===== src/rtl/axi_lite_reg_slave.sv =====
// AXI4-Lite register-bank responder: independent write (AW/W/B) and read (AR/R) engines
// over NUM_REGS registers at BASE_ADDR, with SLVERR for addresses outside the bank.
module axi_lite_reg_slave #(
    parameter int                DATA_W    = 8,
    parameter int                ADDR_W    = 8,
    parameter logic [ADDR_W-1:0] BASE_ADDR = 8'hAA,
    parameter int                NUM_REGS  = 4
) (
    input  logic                clk,
    input  logic                rst_n,
    input  logic [ADDR_W-1:0]   awaddr,
    input  logic                awvalid,
    output logic                awready,
    input  logic [DATA_W-1:0]   wdata,
    input  logic [DATA_W/8-1:0] wstrb,
    input  logic                wvalid,
    output logic                wready,
    output logic [1:0]          bresp,
    output logic                bvalid,
    input  logic                bready,
    input  logic [ADDR_W-1:0]   araddr,
    input  logic                arvalid,
    output logic                arready,
    output logic [DATA_W-1:0]   rdata,
    output logic [1:0]          rresp,
    output logic                rvalid,
    input  logic                rready
);
    localparam int              STRB_W      = DATA_W / 8;
    localparam logic [1:0]      RESP_OKAY   = 2'b00;
    localparam logic [1:0]      RESP_SLVERR = 2'b10;
    localparam logic [ADDR_W:0] NUM_REGS_L  = (ADDR_W + 1)'(NUM_REGS);

    typedef enum logic [1:0] {W_IDLE, W_DATA, W_ADDR, W_RESP} wstate_t;
    typedef enum logic       {R_IDLE, R_DATA} rstate_t;

    // Offset arithmetic is modulo 2^ADDR_W, so addresses below BASE_ADDR decode as huge indices.
    function automatic logic addr_hit(input logic [ADDR_W-1:0] addr);
        logic [ADDR_W-1:0] idx;
        idx = addr - BASE_ADDR;
        return ({1'b0, idx} < NUM_REGS_L);
    endfunction

    wstate_t             wstate_r;
    rstate_t             rstate_r;
    logic [DATA_W-1:0]   regs_r [NUM_REGS];
    logic [ADDR_W-1:0]   awaddr_r;
    logic [DATA_W-1:0]   wdata_r;
    logic [STRB_W-1:0]   wstrb_r;

    logic                aw_hs_s;
    logic                w_hs_s;
    logic                commit_s;
    logic [ADDR_W-1:0]   cm_addr_s;
    logic [ADDR_W-1:0]   cm_idx_s;
    logic [DATA_W-1:0]   cm_data_s;
    logic [STRB_W-1:0]   cm_strb_s;
    logic [1:0]          cm_resp_s;
    logic [ADDR_W-1:0]   rd_idx_s;
    logic [DATA_W-1:0]   rd_data_s;

    // Select the address/data pair that completes on this edge (one half may be latched).
    always_comb begin
        aw_hs_s   = awvalid & awready;
        w_hs_s    = wvalid & wready;
        cm_addr_s = (wstate_r == W_DATA) ? awaddr_r : awaddr;
        cm_data_s = (wstate_r == W_ADDR) ? wdata_r : wdata;
        cm_strb_s = (wstate_r == W_ADDR) ? wstrb_r : wstrb;
        cm_idx_s  = cm_addr_s - BASE_ADDR;
        cm_resp_s = addr_hit(cm_addr_s) ? RESP_OKAY : RESP_SLVERR;
        commit_s  = 1'b0;
        case (wstate_r)
            W_IDLE:  commit_s = aw_hs_s & w_hs_s;
            W_DATA:  commit_s = w_hs_s;
            W_ADDR:  commit_s = aw_hs_s;
            default: commit_s = 1'b0;
        endcase
    end

    // Read mux; out-of-range indices match no register and return zero.
    always_comb begin
        rd_idx_s  = araddr - BASE_ADDR;
        rd_data_s = {DATA_W{1'b0}};
        for (int i = 0; i < NUM_REGS; i++) begin
            rd_data_s = (rd_idx_s == ADDR_W'(i)) ? regs_r[i] : rd_data_s;
        end
    end

    // Write engine: AW/W collection, byte-lane commit and B response.
    always_ff @(posedge clk or negedge rst_n) begin
        if (!rst_n) begin
            wstate_r <= W_IDLE;
            awready  <= 1'b0;
            wready   <= 1'b0;
            bvalid   <= 1'b0;
            bresp    <= RESP_OKAY;
            awaddr_r <= {ADDR_W{1'b0}};
            wdata_r  <= {DATA_W{1'b0}};
            wstrb_r  <= {STRB_W{1'b0}};
            for (int i = 0; i < NUM_REGS; i++) begin
                regs_r[i] <= {DATA_W{1'b0}};
            end
        end else begin
            if (commit_s) begin
                for (int i = 0; i < NUM_REGS; i++) begin
                    for (int b = 0; b < STRB_W; b++) begin
                        if ((cm_idx_s == ADDR_W'(i)) && cm_strb_s[b]) begin
                            regs_r[i][8*b +: 8] <= cm_data_s[8*b +: 8];
                        end
                    end
                end
            end
            case (wstate_r)
                W_IDLE: begin
                    if (commit_s) begin
                        bvalid   <= 1'b1;
                        bresp    <= cm_resp_s;
                        awready  <= 1'b0;
                        wready   <= 1'b0;
                        wstate_r <= W_RESP;
                    end else if (aw_hs_s) begin
                        awaddr_r <= awaddr;
                        awready  <= 1'b0;
                        wready   <= 1'b1;
                        wstate_r <= W_DATA;
                    end else if (w_hs_s) begin
                        wdata_r  <= wdata;
                        wstrb_r  <= wstrb;
                        awready  <= 1'b1;
                        wready   <= 1'b0;
                        wstate_r <= W_ADDR;
                    end else begin
                        awready  <= 1'b1;
                        wready   <= 1'b1;
                    end
                end
                W_DATA, W_ADDR: begin
                    if (commit_s) begin
                        bvalid   <= 1'b1;
                        bresp    <= cm_resp_s;
                        awready  <= 1'b0;
                        wready   <= 1'b0;
                        wstate_r <= W_RESP;
                    end
                end
                W_RESP: begin
                    if (bready) begin
                        bvalid   <= 1'b0;
                        awready  <= 1'b1;
                        wready   <= 1'b1;
                        wstate_r <= W_IDLE;
                    end
                end
                default: begin
                    bvalid   <= 1'b0;
                    awready  <= 1'b0;
                    wready   <= 1'b0;
                    wstate_r <= W_IDLE;
                end
            endcase
        end
    end

    // Read engine: capture on AR handshake, hold R until accepted.
    always_ff @(posedge clk or negedge rst_n) begin
        if (!rst_n) begin
            rstate_r <= R_IDLE;
            arready  <= 1'b0;
            rvalid   <= 1'b0;
            rresp    <= RESP_OKAY;
            rdata    <= {DATA_W{1'b0}};
        end else begin
            case (rstate_r)
                R_IDLE: begin
                    if (arvalid & arready) begin
                        rdata    <= rd_data_s;
                        rresp    <= addr_hit(araddr) ? RESP_OKAY : RESP_SLVERR;
                        arready  <= 1'b0;
                        rvalid   <= 1'b1;
                        rstate_r <= R_DATA;
                    end else begin
                        arready  <= 1'b1;
                    end
                end
                R_DATA: begin
                    if (rready) begin
                        rvalid   <= 1'b0;
                        arready  <= 1'b1;
                        rstate_r <= R_IDLE;
                    end
                end
                default: begin
                    rvalid   <= 1'b0;
                    arready  <= 1'b0;
                    rstate_r <= R_IDLE;
                end
            endcase
        end
    end
endmodule


===== config.mk =====
export PLATFORM = sky130hd
export DESIGN_NAME = axi_lite_reg_slave
export DESIGN_NICKNAME = d
export VERILOG_FILES = /design/src/rtl/axi_lite_reg_slave.sv
export SDC_FILE = /design/constraint.sdc
export NUM_CORES = 1
export LEC_CHECK = 0
export ABC_AREA = 1
export BUFFER_PORTS_ARGS = -buffer_cell sky130_fd_sc_hd__buf_2
export CAP_MARGIN = 20
export CORE_MARGIN = 8
export CORE_UTILIZATION = 50
export DETAILED_ROUTE_END_ITERATION = 12
export GPL_ROUTABILITY_DRIVEN = 0
export PLACE_DENSITY = 0.73
export RECOVER_POWER = 100
export SETUP_SLACK_MARGIN = 0.3
export SYNTH_ARGS = -nofsm -noshare
export SYNTH_HDL_FRONTEND = slang
export SYNTH_SLANG_ARGS = --single-unit

===== constraint.sdc =====
create_clock -name clk -period 6.1 [get_ports clk]
set_clock_uncertainty 0.2 [all_clocks]
set_input_delay 0 -clock clk [delete_from_list [all_inputs] [get_ports clk]]
set_output_delay 0 -clock clk [all_outputs]
set_load 0.01 [all_outputs]

==> flow_metrics.env <==
export IMPL_run_status="complete, but fails checks"
export IMPL_violations_in_the_final_reports="negative hold slack, max-capacitance violations, max-slew violations"
export IMPL_tritoncts_num_buffers=9
export IMPL_drc_errors=0
export IMPL_worstPathMaxFanout=67
export IMPL_synth_xor_area_frac=0.002507
export IMPL_chipWidth_um=99.59
export IMPL_io_pins=49
export IMPL_finalWorstPathRequiredPeriod_ns=3.711
export IMPL_instances_no_fill=603
export IMPL_cts_tree="done"
export IMPL_cp_required_ns=5.54
export IMPL_drive_gt1_frac=0.1183
export IMPL_critical_path_top_delay_family="buffers and inverters"
export IMPL_die_height_um=99.59
export IMPL_route_detailed_vias_per_inst=4.978
export IMPL_path_class="input pin to asynchronous set/reset pin"
export IMPL_arrival_ns=3.15
export IMPL_worst_hold_path_type="input pin to flip-flop"
export IMPL_finalSetupViolCount=0
export IMPL_detailed_place_area_um2=3781
export IMPL_tightestPinTransition_ns=3.571
export IMPL_num_nets_final=540
export IMPL_area_of_the_multi_input_gates_um2=1468
export IMPL_slew_headroom=-1.381
export IMPL_dpl_worst_slack_ns=3.334
export IMPL_holdWs_ns=-0.03358
export IMPL_power_density_cell_area_nw_per_um2=368.5
export IMPL_critPathLaunch="rst_n"
export IMPL_finish_instance_area_um2=4078
export IMPL_netlist_cell_type_count=38
export IMPL_fillers=632
export IMPL_routed_wl_per_cell_um=13.67
export IMPL_clockBufferDepth=2
export IMPL_synth_warnings=0
export IMPL_seq_area_frac_synth=0.4799
export IMPL_initial_core_util=0.5142
export IMPL_hpwl_um=5875
export IMPL_adder_cell_share_of_the_synthesized_area=0.02149
export IMPL_slew_violations=68
export IMPL_fp_coreArea_um2=6794
export IMPL_slowest_stage_delay_on_critical_path_ns=2.51
export IMPL_maximum_number_of_pins_on_one_net_before_global_route_repair=68
export IMPL_clock_sinks=67
export IMPL_reg2reg_from="wstate_r[1]"
export IMPL_synthFlopType="sky130_fd_sc_hd__dfrtp_1"
export IMPL_min_from="wvalid"
export IMPL_grt_setup_unrepaired="false"
export IMPL_grt_pass1_vias=3050
export IMPL_avg_inst_size_synth_um2=8.105
export IMPL_areaGrowthSynthToFinish_pct=16.73
export IMPL_synth_compound_area_frac=0.1121
export IMPL_first_pass_iters=4
export IMPL_final_seq_area_um2=1677
export IMPL_critical_path_buf_inv_count=3
export IMPL_dominant_combinational_cell_family_by_area_after_synthesis="simple AND/OR/NAND/NOR gates"
export IMPL_post_cts_hold_buffer_count=23
export IMPL_number_of_synthesized_flops_with_an_enable_pin=0
export IMPL_top_library_cells_by_usage_in_the_layout_fill_and_taps_aside="89 x sky130_fd_sc_hd__nand2_1, 82 x sky130_fd_sc_hd__nor2_1, 67 x sky130_fd_sc_hd__dfrtp_1"
export IMPL_setup_worst_path_end_class="asynchronous set/reset pin"
export IMPL_asr_flop_ratio_synth=1.000
export IMPL_cts_setup_buffers=0
export IMPL_antenna_cells_inserted=0
export IMPL_synth_area_in_simple_gates=0.3084
export IMPL_grt_use_total=0.1785
export IMPL_final_setup_tns_ns=0
export IMPL_syn_instance_count=431
export IMPL_leakage_nw=2.004
export IMPL_final_core_util=0.6002
export IMPL_overall_overflow_remaining_after_global_route=0
export IMPL_clk_pin_slew_ns=0.07
export IMPL_synth_cell_area_um2=3493
export IMPL_detailedRoute_firstIterationViolations=139
export IMPL_cts_max_level=3
export IMPL_drt_antenna_violating_nets=0
export IMPL_path_cells="dlygate4sd3_1, buf_2, clkbuf_1"
export IMPL_grt_antenna_before_repair=0
export IMPL_synth_ff_latch_count=67
export IMPL_fmax_mhz=269.4
export IMPL_critical_path_slowest_cell="sky130_fd_sc_hd__clkbuf_1"
export IMPL_synth_mux_area_fraction=0.003223
export IMPL_startpoint_type="input pin"
export IMPL_clock_tree_root_cell="sky130_fd_sc_hd__clkbuf_8"
export IMPL_clock_latency_ns=0.34
export IMPL_maxCapViolCount=1
export IMPL_die_area_um2=9917
export IMPL_layout_worst_path_cycle_share=0.6084
export IMPL_detail_route_wirelength_um=8242
export IMPL_ir_worst_vdd_uv=237.6
export IMPL_dr_total_vias=3002
export IMPL_io_buffers=46
export IMPL_postCtsResizedCells=0
export IMPL_timing_hold_violations_final=1
export IMPL_fin_ws_ns=2.389
export IMPL_dp_cells=564
export IMPL_mostFrequentLayoutCell="sky130_fd_sc_hd__nand2_1"
export IMPL_core_rowCount=30
export IMPL_grt_pass1_wl_um=14120
-- power breakdown --
part	internal (W)	leakage [nW]	switching, W	total [W]
Sequential	0.000553	0.885	0.0000642	0.000617
Combinational	0.000173	1.02	0.000348	0.000522
Clock	0.000198	0.0991	0.000166	0.000364
-- per-stage QoR --
stage | hold WS [ns] | total power (W)
6_report | -0.03358 | 0.001503
5_1_grt | -0.03497 | 0.001621
4_1_cts | 0.003154 | 0.001564
3_5_place_dp | -0.002909 | 0.001185
3_3_place_gp | -0.008931 | 0.001158
2_1_floorplan | -0.4956 | 0.001034
-- final timing paths --
check,to,slack [ns],cells past startpoint
setup / recovery,wdata_r[2],2.39,3
hold / removal,wready,-0.03,4
setup reg to reg,regs_r[18],2.98,8
hold reg to reg,rvalid,0.24,1
max in group clk,rdata[6],2.78,14
min in group asynchronous,regs_r[15],1.32,3
-- layer usage --
layer / vias up / wire, um / part of all wire / GRT usage
met5: - / 0 / 0 / 0
met1: 1388 / 3623 / 0.44 / 0.2060
met4: 0 / 102 / 0.012 / 0.05006
li1: 1538 / - / - / -
met3: 12 / 437 / 0.053 / 0.06006
met2: 64 / 4079 / 0.49 / 0.3068
-- Yosys cell counts (3+ instances only) --
library cell / n / share of area
sky130_fd_sc_hd__inv_1: 40 / 0.043
sky130_fd_sc_hd__nand4_1: 3 / 0.0054
sky130_fd_sc_hd__dfrtp_1: 67 / 0.48
sky130_fd_sc_hd__nor3_1: 34 / 0.049
sky130_fd_sc_hd__o21ai_0: 12 / 0.017
sky130_fd_sc_hd__nand2_2: 3 / 0.0054
sky130_fd_sc_hd__nor2_4: 5 / 0.016
sky130_fd_sc_hd__ha_1: 6 / 0.021
sky130_fd_sc_hd__buf_6: 3 / 0.0097
sky130_fd_sc_hd__o211ai_1: 8 / 0.017
sky130_fd_sc_hd__inv_2: 3 / 0.0032
sky130_fd_sc_hd__o21ai_1: 20 / 0.029
sky130_fd_sc_hd__nand3_1: 12 / 0.017
sky130_fd_sc_hd__clkbuf_1: 4 / 0.0043
sky130_fd_sc_hd__nor2_1: 78 / 0.084
sky130_fd_sc_hd__nand2_1: 89 / 0.096
sky130_fd_sc_hd__a21oi_1: 14 / 0.020
-- worst reg2reg max path, cell delays in order (launching register included) --
cell and delay, ns:
sky130_fd_sc_hd__dfrtp_1 0.41, sky130_fd_sc_hd__inv_1 0.09, sky130_fd_sc_hd__ha_1 0.28, sky130_fd_sc_hd__inv_1 0.21, sky130_fd_sc_hd__o21ai_0 0.63, sky130_fd_sc_hd__nand4_1 0.51, sky130_fd_sc_hd__nor2_1 0.54, sky130_fd_sc_hd__nor2_1 0.08
sky130_fd_sc_hd__nor2_1 0.10
-- sequential cells by signal, summed over array words and instances (netlist names) --
name,count
wdata_r,8
arready,1
awready,1
awaddr_r,8
rstate_r,1
wready,1
wstate_r,2
wstrb_r,1
rresp,1
bresp,1
rvalid,1
bvalid,1
rdata,8
regs_r,32
-- logic make-up after synthesis --
family	Yosys count
adder cells (fa/ha/maj)	6
XOR/XNOR	1
other	1
flip-flops	67
AO/OA/AOI/OAI	64
multiplexers	1
buffers and inverters	57
AND/OR/NAND/NOR	234
-- cell type report --
| cell class | instances | area share |
|---|---|---|
| flip-flops and latches | 67 | 0.4112 |
| well taps | 96 | 0.02946 |
| clock buffers | 11 | 0.03467 |
| repair buffers | 70 | 0.1089 |
| multi-input cells | 308 | 0.3599 |
| inverters | 46 | 0.04296 |
| clock inverters | 5 | 0.01289 |
Power figures use the tool's default switching activity.
